**config.mk**
```make
export PLATFORM = sky130hd
export DESIGN_NAME = mem_stage
export DESIGN_NICKNAME = d
export VERILOG_FILES = /design/src/rtl/mem_stage_pkg.sv /design/src/rtl/mem_timeout_ctr.sv /design/src/rtl/mem_stage.sv
export SDC_FILE = /design/constraint.sdc
export NUM_CORES = 1
export LEC_CHECK = 0
export CORE_MARGIN = 5
export CORE_UTILIZATION = 36
export DETAILED_ROUTE_END_ITERATION = 10
export GPL_ROUTABILITY_DRIVEN = 0
export PLACE_DENSITY = 0.79
export SKIP_LAST_GASP = 1
export SLEW_MARGIN = 25
export SYNTH_ARGS = -nofsm -noshare
export SYNTH_HDL_FRONTEND = slang
export SYNTH_SLANG_ARGS = --single-unit
```
**constraint.sdc**
```tcl
create_clock -name CLK -period 1.55 [get_ports CLK]
set_clock_uncertainty 0.1 [all_clocks]
set_input_delay 0.31 -clock CLK [delete_from_list [all_inputs] [get_ports CLK]]
set_output_delay 0.31 -clock CLK [all_outputs]
set_load 0.05 [all_outputs]
```
**src/rtl/mem_stage_pkg.sv**
```systemverilog
`default_nettype none
// ============================================================================
// Module   : mem_stage_pkg
// Purpose  : Shared FSM encoding, counter sizing and MEM/WB bundle type for
//            the memory-access pipeline stage.
// Revision : 1.0 - initial release
// ============================================================================
package mem_stage_pkg;

    localparam logic [1:0] ST_IDLE = 2'd0;
    localparam logic [1:0] ST_WAIT = 2'd1;
    localparam logic [1:0] ST_DONE = 2'd2;

    // Sized for the largest legal timeout so any TIMEOUT_CYCLES fits.
    localparam int unsigned TIMEOUT_MAX = 255;
    localparam int unsigned CNT_W       = $clog2(TIMEOUT_MAX + 1);

    typedef struct packed {
        logic        reg_write;
        logic        mem_to_reg;
        logic [31:0] read_data;
        logic [31:0] alu_out;
        logic [4:0]  write_reg;
    } wb_bundle_t;

    function automatic wb_bundle_t wb_bubble();
        wb_bubble = '0;
    endfunction

endpackage
`default_nettype wire

```
**src/rtl/mem_timeout_ctr.sv**
```systemverilog
`default_nettype none
// ============================================================================
// Module   : mem_timeout_ctr
// Purpose  : Clear/enable WAIT-cycle counter; tc_o flags the final allowed
//            WAIT cycle of an access.
// Revision : 1.0 - initial release
// ============================================================================
module mem_timeout_ctr
    import mem_stage_pkg::*;
#(
    parameter int unsigned LIMIT = 16
)
(
    input  logic clk_i,
    input  logic rst_i,
    input  logic clr_i,
    input  logic en_i,
    output logic tc_o
);

    localparam logic [CNT_W-1:0] c_TERMINAL = CNT_W'(LIMIT - 1);

    logic [CNT_W-1:0] cnt_q;

    always_ff @(posedge clk_i) begin
        if (rst_i) begin
            cnt_q <= '0;
        end else if (clr_i) begin
            cnt_q <= '0;
        end else if (en_i) begin
            cnt_q <= cnt_q + CNT_W'(1);
        end
    end

    // Counter holds k-1 during the k-th WAIT cycle.
    assign tc_o = en_i && (cnt_q == c_TERMINAL);

endmodule
`default_nettype wire

```
**src/rtl/mem_stage.sv**
```systemverilog
`default_nettype none
// ============================================================================
// Module   : mem_stage
// Purpose  : MEM pipeline stage: handshaked loads/stores, branch resolve and
//            the MEM/WB register. Option: MEM_STAGE_ALIGN_CHECK_EN rejects
//            word-misaligned accesses without issuing a request.
// Revision : 1.0 - initial release
// ============================================================================
module mem_stage
    import mem_stage_pkg::*;
#(
    parameter int unsigned TIMEOUT_CYCLES = 16,
    parameter int unsigned ADDR_W         = 32
)
(
    input  logic              CLK,
    input  logic              RST,
    input  logic              RegWrite,
    input  logic              MemtoReg,
    input  logic              MemWrite,
    input  logic              Branch,
    input  logic              zero,
    input  logic [31:0]       ALUOut,
    input  logic [31:0]       WriteData,
    input  logic [31:0]       PCBranch,
    input  logic [4:0]        WriteReg,
    output logic              dmem_req,
    output logic              dmem_we,
    output logic [ADDR_W-1:0] dmem_addr,
    output logic [31:0]       dmem_wdata,
    input  logic              dmem_ready,
    input  logic [31:0]       dmem_rdata,
    output logic              PCSrc,
    output logic [31:0]       PCBranchOut,
    output logic              Stall,
    output logic              wb_RegWrite,
    output logic              wb_MemtoReg,
    output logic [31:0]       wb_ReadData,
    output logic [31:0]       wb_ALUOut,
    output logic [4:0]        wb_WriteReg,
    output logic              ErrFlag
);

    logic [1:0]        state_q, state_d;
    logic              req_q, req_d;
    logic              we_q, we_d;
    logic [ADDR_W-1:0] addr_q, addr_d;
    logic [31:0]       wdata_q, wdata_d;
    logic [31:0]       rdata_q, rdata_d;
    logic              abort_q, abort_d;
    logic              err_q, err_d;
    wb_bundle_t        wb_q, wb_d;

    logic w_mem_op;
    logic w_misaligned;
    logic w_launch;
    logic w_tc;

    assign w_mem_op = MemtoReg | MemWrite;

`ifdef MEM_STAGE_ALIGN_CHECK_EN
    assign w_misaligned = (ALUOut[1:0] != 2'b00);
`else
    assign w_misaligned = 1'b0;
`endif

    mem_timeout_ctr #(
        .LIMIT (TIMEOUT_CYCLES)
    ) u_timeout_ctr (
        .clk_i (CLK),
        .rst_i (RST),
        .clr_i (w_launch),
        .en_i  (state_q == ST_WAIT),
        .tc_o  (w_tc)
    );

    always_comb begin
        state_d  = state_q;
        req_d    = req_q;
        we_d     = we_q;
        addr_d   = addr_q;
        wdata_d  = wdata_q;
        rdata_d  = rdata_q;
        abort_d  = abort_q;
        err_d    = err_q;
        wb_d     = wb_bubble();
        w_launch = 1'b0;
        case (state_q)
            ST_IDLE: begin
                if (w_mem_op) begin
                    if (w_misaligned) begin
                        state_d = ST_DONE;
                        abort_d = 1'b1;
                        err_d   = 1'b1;
                    end else begin
                        state_d  = ST_WAIT;
                        req_d    = 1'b1;
                        we_d     = MemWrite;
                        addr_d   = ALUOut[ADDR_W-1:0];
                        wdata_d  = WriteData;
                        abort_d  = 1'b0;
                        w_launch = 1'b1;
                    end
                end else begin
                    wb_d.reg_write = RegWrite;
                    wb_d.alu_out   = ALUOut;
                    wb_d.write_reg = WriteReg;
                end
            end
            ST_WAIT: begin
                // Ready wins over a simultaneous terminal count.
                if (dmem_ready) begin
                    rdata_d = dmem_rdata;
                    req_d   = 1'b0;
                    state_d = ST_DONE;
                end else if (w_tc) begin
                    req_d   = 1'b0;
                    abort_d = 1'b1;
                    err_d   = 1'b1;
                    state_d = ST_DONE;
                end
            end
            ST_DONE: begin
                wb_d.reg_write  = RegWrite & ~abort_q;
                wb_d.mem_to_reg = MemtoReg;
                wb_d.read_data  = (MemtoReg & ~abort_q) ? rdata_q : 32'd0;
                wb_d.alu_out    = ALUOut;
                wb_d.write_reg  = WriteReg;
                abort_d         = 1'b0;
                state_d         = ST_IDLE;
            end
            default: state_d = ST_IDLE;
        endcase
    end

    always_ff @(posedge CLK) begin
        if (RST) begin
            state_q <= ST_IDLE;
            req_q   <= 1'b0;
            we_q    <= 1'b0;
            addr_q  <= '0;
            wdata_q <= '0;
            rdata_q <= '0;
            abort_q <= 1'b0;
            err_q   <= 1'b0;
            wb_q    <= wb_bubble();
        end else begin
            state_q <= state_d;
            req_q   <= req_d;
            we_q    <= we_d;
            addr_q  <= addr_d;
            wdata_q <= wdata_d;
            rdata_q <= rdata_d;
            abort_q <= abort_d;
            err_q   <= err_d;
            wb_q    <= wb_d;
        end
    end

    assign Stall       = ((state_q == ST_IDLE) & w_mem_op) | (state_q == ST_WAIT);
    assign PCSrc       = Branch & zero & ~Stall;
    assign PCBranchOut = PCBranch;
    assign dmem_req    = req_q;
    assign dmem_we     = we_q;
    assign dmem_addr   = addr_q;
    assign dmem_wdata  = wdata_q;
    assign ErrFlag     = err_q;
    assign wb_RegWrite = wb_q.reg_write;
    assign wb_MemtoReg = wb_q.mem_to_reg;
    assign wb_ReadData = wb_q.read_data;
    assign wb_ALUOut   = wb_q.alu_out;
    assign wb_WriteReg = wb_q.write_reg;

endmodule
`default_nettype wire

```
# [Word level (Yosys, flattened, before mapping)]
# Cells that the tools add are included.
# Widths: inputs -> output; s select.
[totals] output_inout_bits=172 input_bits=141 elab_cells=65 regBits=181
[op_classes] bitwise_logic=12 n_eq_ne=7 reduce_logical=13 add_sub_neg=1 muxes=18
[op_table] op="$pmux 37 s2" count=1
[op_table] op="$mux 37" count=1
[op_table] op="$mux 1" count=9
[op_table] op="$add 8x1->8 const B" count=1
[op_table] op="$eq 8x4->1 const B" count=1
[op_table] op="$mux 2" count=3
[op_table] op="$ne 2x2->1 const B" count=3
[op_table] op="$reduce_and 2->1" count=3
[op_table] op="$reduce_and 3->1" count=2
[op_table] op="$and 1x1->1" count=5
[op_table] op="$not 1->1" count=5
[op_table] op="$pmux 1 s2" count=2
[op_table] op="$pmux 2 s2" count=1
[op_table] op="$reduce_and 4->1" count=1
[op_table] op="$reduce_or 2->1" count=2
[op_table] op="$ne 3x3->1 const B" count=1
[op_table] op="$pmux 1 s3" count=1
[op_table] op="$reduce_bool 3->1" count=1
[op_table] op="$reduce_or 3->1" count=1
[op_table] op="$eq 2x1->1 const B" count=1
[op_table] op="$eq 2x2->1 const B" count=1
[op_table] op="$logic_not 2->1" count=1
[op_table] op="$or 1x1->1" count=2
[op_table] op="$reduce_bool 2->1" count=1
[op_table] op="$logic_and 1x1->1" count=1

# [Longest topological paths before layout]
[logic_depth] word_depth=5 depth_mapped=6 ltp_nobuf=4

# [Cells and area by module]
# Synthesis repeated with hierarchy kept, for this count alone.
[hier_totals] cells_unflattened=691 hier_area_um2=6379.9
[by_module_without_submodules] module="mem_stage" cells_per_inst=651 instances=1 area_each_um2=6023.3
[by_module_without_submodules] module="mem_timeout_ctr" cells_per_inst=40 instances=1 area_each_um2=356.6

# [Least setup slack after synthesis]
# OpenSTA, ideal clock, no wires.
[synth_path] kind="reg2out" from="reg state_q[0]" to="out PCSrc" path_slack_ns=-0.558 arrival_ns=1.698 path_stages_with_launch=5 path_cell_list="dfxtp_1 buf_4 nor3_1 nor2_1 nor2_1"
[synth_between] elab_chain_cells=5
[synth_rtl] item="start, declared" line_no="mem_stage.sv:44" text="logic [1:0] state_q, state_d;"
[synth_rtl] item="start signal, assigned" line_no="mem_stage.sv:148" text="state_q <= state_d;"
[synth_rtl] item="$logic_not 2->1" line_no="mem_stage.sv:160" text="assign Stall = ((state_q == ST_IDLE) & w_mem_op) | (state_q == ST_WAIT);"
[synth_rtl] item="$and 1x1->1" line_no="mem_stage.sv:160"
[synth_rtl] item="$or 1x1->1 *" line_no="mem_stage.sv:160"
[synth_rtl] item="net Stall" line_no="mem_stage.sv:35" text="output logic Stall,"
[synth_rtl] item="$not 1->1 *" line_no="mem_stage.sv:161" text="assign PCSrc = Branch & zero & ~Stall;"
[synth_rtl] item="$and 1x1->1 *" line_no="mem_stage.sv:161"
[synth_rtl] item="end, declared" line_no="mem_stage.sv:33" text="output logic PCSrc,"
# The timed path passes the listed nets; every way through them passes the cells marked *.

# [Worst setup path in the final report]
[layout_path] from="reg state_q[0]" to="reg wdata_q[17], in the netlist dmem_wdata[17]"
[layout_between] elab_chain_cells=2
[layout_rtl] item="$logic_not 2->1" line_no="mem_stage.sv:88" text="case (state_q)"
[layout_rtl] item="$reduce_and 2->1 (no line)"
[layout_rtl] item="end signal, assigned" line_no="mem_stage.sv:152" text="wdata_q <= wdata_d;"
[layout_rtl] item="end, declared" line_no="mem_stage.sv:48" text="logic [31:0] wdata_q, wdata_d;"
# Every way passes these cells.
# A chain may end at the register's enable or synchronous reset.

==> results by group <==
Detailed routing
  • TritonRoute pass-1 iters: 5
  • Drt first-iter violations: 289
  • Avg WL per Cell: 21.03 um
  • Via count: 5,991
  • Total Wirelength: 24,630 um
  • Antenna viol nets, final: 0
  • Via-per-instance ratio: 5.116
  • Residual DRC: 0

Floorplanning
  • # rows: 48
  • Starting Density: 0.3663
  • Area of the core: 17,300 um^2
  • Die footprint: 20,350 um^2
  • Chip width: 142.7 um
  • Vert. Die Dim: 142.7 um
  • I/O pins: 313

STA
  • Slew margin rel.: 0.5425
  • Tcrit/Tclk final: 1.103
  • Min cycle time layout: 1.710 ns
  • Fin. max-slew vios: 0
  • Fin. Hold Viols: 0
  • Least-Margin Pin Slew: 0.6862 ns
  • Worst setup margin: -0.1597 ns
  • RSZ-0062 raised after global routing: yes
  • Finish-stage setup viols: 123
  • F_max: 0.5849 GHz

Synthesis
  • Sequential share of the synthesized area: 0.5719
  • Cells after Synth: 692
  • Syn nets: 834
  • Compound-gate portion of the synthesized area: 0.1485
  • Asr flop ratio synth: 0
  • Post-Synth Simple-Gate Area: 0.1943
  • Synth Area in XOR/XNOR: 0.002765
  • Most used DFF post-synth: dfxtp_1
  • Distinct cells, synth: 38
  • Yosys Warn Count: 0
  • Top-area cell type share of the netlist area: 0.5719
  • Post-synthesis adder-cell area fraction: 0.001975
  • Mux cell area share after synthesis: 0.001580
  • Number of synthesized register bits: 181
  • Post-synth EDFFs: 0
  • Largest family of logic cells by synthesized area: simple AND/OR/NAND/NOR gates
  • Avg Cell Area, Syn: 9.156 um^2
  • Largest area contributor in the netlist: dfxtp_1
  • Largest cells by area after synthesis: dfxtp_1, a21oi_1, and2_1
  • Syn Std Cell Area: 6336 um^2

Finish
  • P&R area growth vs syn: 91.55%
  • ANT cells: 0
  • Fin nets: 1,075
  • Layout cell share with drive strength beyond 1: 0.3795
  • Final Util: 0.7017
  • Layout fillers: 1,190

Critical path
  • Worst r2r path cells: 6
  • CP startpoint: state_q[0]$_SDFFE_PP0P_
  • Startpoint class of the critical path: register
  • Crit path to: dmem_wdata[17]$_SDFFE_PP0P_
  • FF-to-FF Start: state_q[0]$_SDFFE_PP0P_
  • Slowest cell delay on critical path: 0.35 ns
  • Reg2Reg Setup Slack: -0.16 ns
  • Crit Path Max Fanout: 12
  • WS Path Type: reg -> reg
  • Critical Path Slowest Stage Cell: dfxtp_4
  • Critical R2R Capture: dmem_wdata[17]$_SDFFE_PP0P_
  • Worst endpoint data arrival time: 1.89 ns
  • Critical path endpoint category: register
  • CP Cell Sequence: buf_4, buf_8, or2_4, buf_6, o21ai_1, a21oi_2
  • CP required: 1.73 ns

Clock tree
  • CTS Buf Count: 17
  • CTS clk-pin slew, worst paths: 0.07 ns
  • Hold buffers post-CTS: 0
  • Worst-skew pair later-pin latency: 0.42 ns
  • CTS tree: built
  • Clock Tree Buf Depth: 2
  • H-tree levels: 4
  • Clk Tree Root Cell: clkbuf_16
  • CTS sink cnt: 181

Placed design
  • Pre-CTS WS: -0.3938 ns
  • Port Buffer Count: 248
  • Hpwl dp: 14,650 um

GRT
  • Initial antenna violation count: 0
  • GR Util All Layers: 0.1931
  • Total gr overflow: 0
  • Largest net degree at the start of global routing: 49
  • Vias in the first global route: 5,644
  • First-pass GRT wire length: 30,690 um

Pwr
  • Power Dens Cells: 1069 nW/um^2
  • Leak: 4.633 nW
  • VDD IR max: 885.8 uV

Outcome
  • Status: finished, violations left
  • Failing checks: setup timing

Worst hold path
  • Min-Delay Path Class: in -> reg

Flow run
  • Max-cap violations: 0
==> logic make-up after synthesis <==
group | count (synthesis)
simple gates | 236
compound gates | 181
flops | 181
buf+inv | 90
xor+xnor | 2
mux | 1
fa+ha+maj | 1
==> critical path, delay by kind of cell, from the launching register on <==
kind / cells / cell delay (ns)
buffers and inverters: 3 / 0.47
flip-flops: 1 / 0.35
AND/OR/NAND/NOR: 1 / 0.33
AO/OA/AOI/OAI: 2 / 0.32
==> power by group <==
group / internal (mW) / switching [mW]
registers: 4.90 / 0.227
clock network: 2.33 / 2.07
logic: 1.66 / 1.79
==> state kept, by name, summed over array words and instances, names as in the netlist <==
name	count
wb_ReadData	32
dmem_we	1
wb_MemtoReg	1
dmem_wdata	32
ErrFlag	1
wb_RegWrite	1
rdata_q	32
state_q	2
dmem_addr	32
u_timeout_ctr.cnt_q	8
wb_WriteReg	5
wb_ALUOut	32
dmem_req	1
abort_q	1
==> metal layers <==
| metal | wire length, um | up-vias | track usage |
|---|---|---|---|
| met4 | 1051 | 0 | 0.08704 |
| met1 | 9024 | 2868 | 0.2219 |
| met2 | 13110 | 252 | 0.3390 |
| met3 | 1441 | 73 | 0.04722 |
| li1 | - | 2798 | - |
| met5 | 0 | - | 0 |
==> worst min path at each step <==
stage / startpoint / slack (ns) / depth (start not counted) / end
4_1_cts: RST / 0.06 / 2 / rdata_q[4]$_SDFFE_PP0P_
6_report: RST / 0.09 / 2 / rdata_q[0]$_SDFFE_PP0P_
5_1_grt: RST / 0.09 / 2 / rdata_q[0]$_SDFFE_PP0P_
2_1_floorplan: rdata_q[0]$_SDFFE_PP0P_ / 0.33 / 1 / wb_ReadData[0]$_SDFF_PP0_
3_5_place_dp: rdata_q[7]$_SDFFE_PP0P_ / 0.34 / 1 / wb_ReadData[7]$_SDFF_PP0_
3_3_place_gp: rdata_q[28]$_SDFFE_PP0P_ / 0.33 / 1 / wb_ReadData[28]$_SDFF_PP0_
==> cell type report <==
type | instances | area [um^2] | share of cell area
timing repair buffer | 307 | 4721 | 0.3890
sequential | 181 | 3631 | 0.2992
multi-input combinational | 422 | 2882 | 0.2374
clock buffer | 17 | 425.4 | 0.03505
tap | 225 | 281.5 | 0.02320
clock inverter | 15 | 181.4 | 0.01495
inverter | 4 | 15.01 | 0.001237
==> metrics by stage <==
stage	instances	power (mW)	area, um^2	hold WS [ns]	setup TNS (ns)
2_1_floorplan	692	6.623	6356	0.3296	0
3_3_place_gp	1109	7.893	10380	0.3333	-46.98
3_5_place_dp	1109	7.933	10380	0.3370	-48.56
4_1_cts	1144	12.32	11040	0.06145	-0.3254
5_1_grt	1171	13.42	12140	0.08594	-15.44
6_report	1171	12.97	12140	0.09317	-7.636
==> cell usage after synthesis (2+ instances only) <==
master	instances
nor3_1	4
clkbuf_1	24
or4_1	3
buf_4	35
o31ai_1	3
nand3_1	68
o21ai_0	68
clkbuf_2	3
nand3b_1	2
nand2_1	68
or2_2	2
dfxtp_1	181
buf_1	2
nor2_2	2
nor2b_1	2
and2_1	69
and3_1	2
buf_2	22
a21oi_1	103
inv_1	4
xnor2_1	2
nor2_1	7
==> what timing repair did <==
action,4_1_cts,5_1_grt
buffers inserted,3,9
pin swaps,3,75
setup endpoints to repair,12,93
resized for setup,13,192
gates cloned,0,18
==> cell usage in the layout (no fill, tap or decap), types with 2 or more instances in the layout <==
cell type,n
clkinv_8,2
inv_6,3
and2_1,58
o21ai_0,25
clkbuf_16,28
nor3_1,3
dfxtp_1,179
clkinv_4,2
inv_8,6
or4_4,2
nand3_2,14
or2_2,3
nor2_1,4
o21ai_2,10
nor2_4,5
buf_6,10
inv_1,4
o31ai_2,2
and2_4,11
nand2_1,67
buf_12,151
o21ai_1,34
buf_4,25
and3_1,2
dfxtp_4,2
nand3_4,23
a21oi_2,45
nand3_1,31
a21oi_1,58
buf_8,2
nor2b_1,2
clkdlybuf4s50_1,105
nand3b_1,2
xnor2_1,2
No activity file was read; power rests on OpenSTA's default activity.
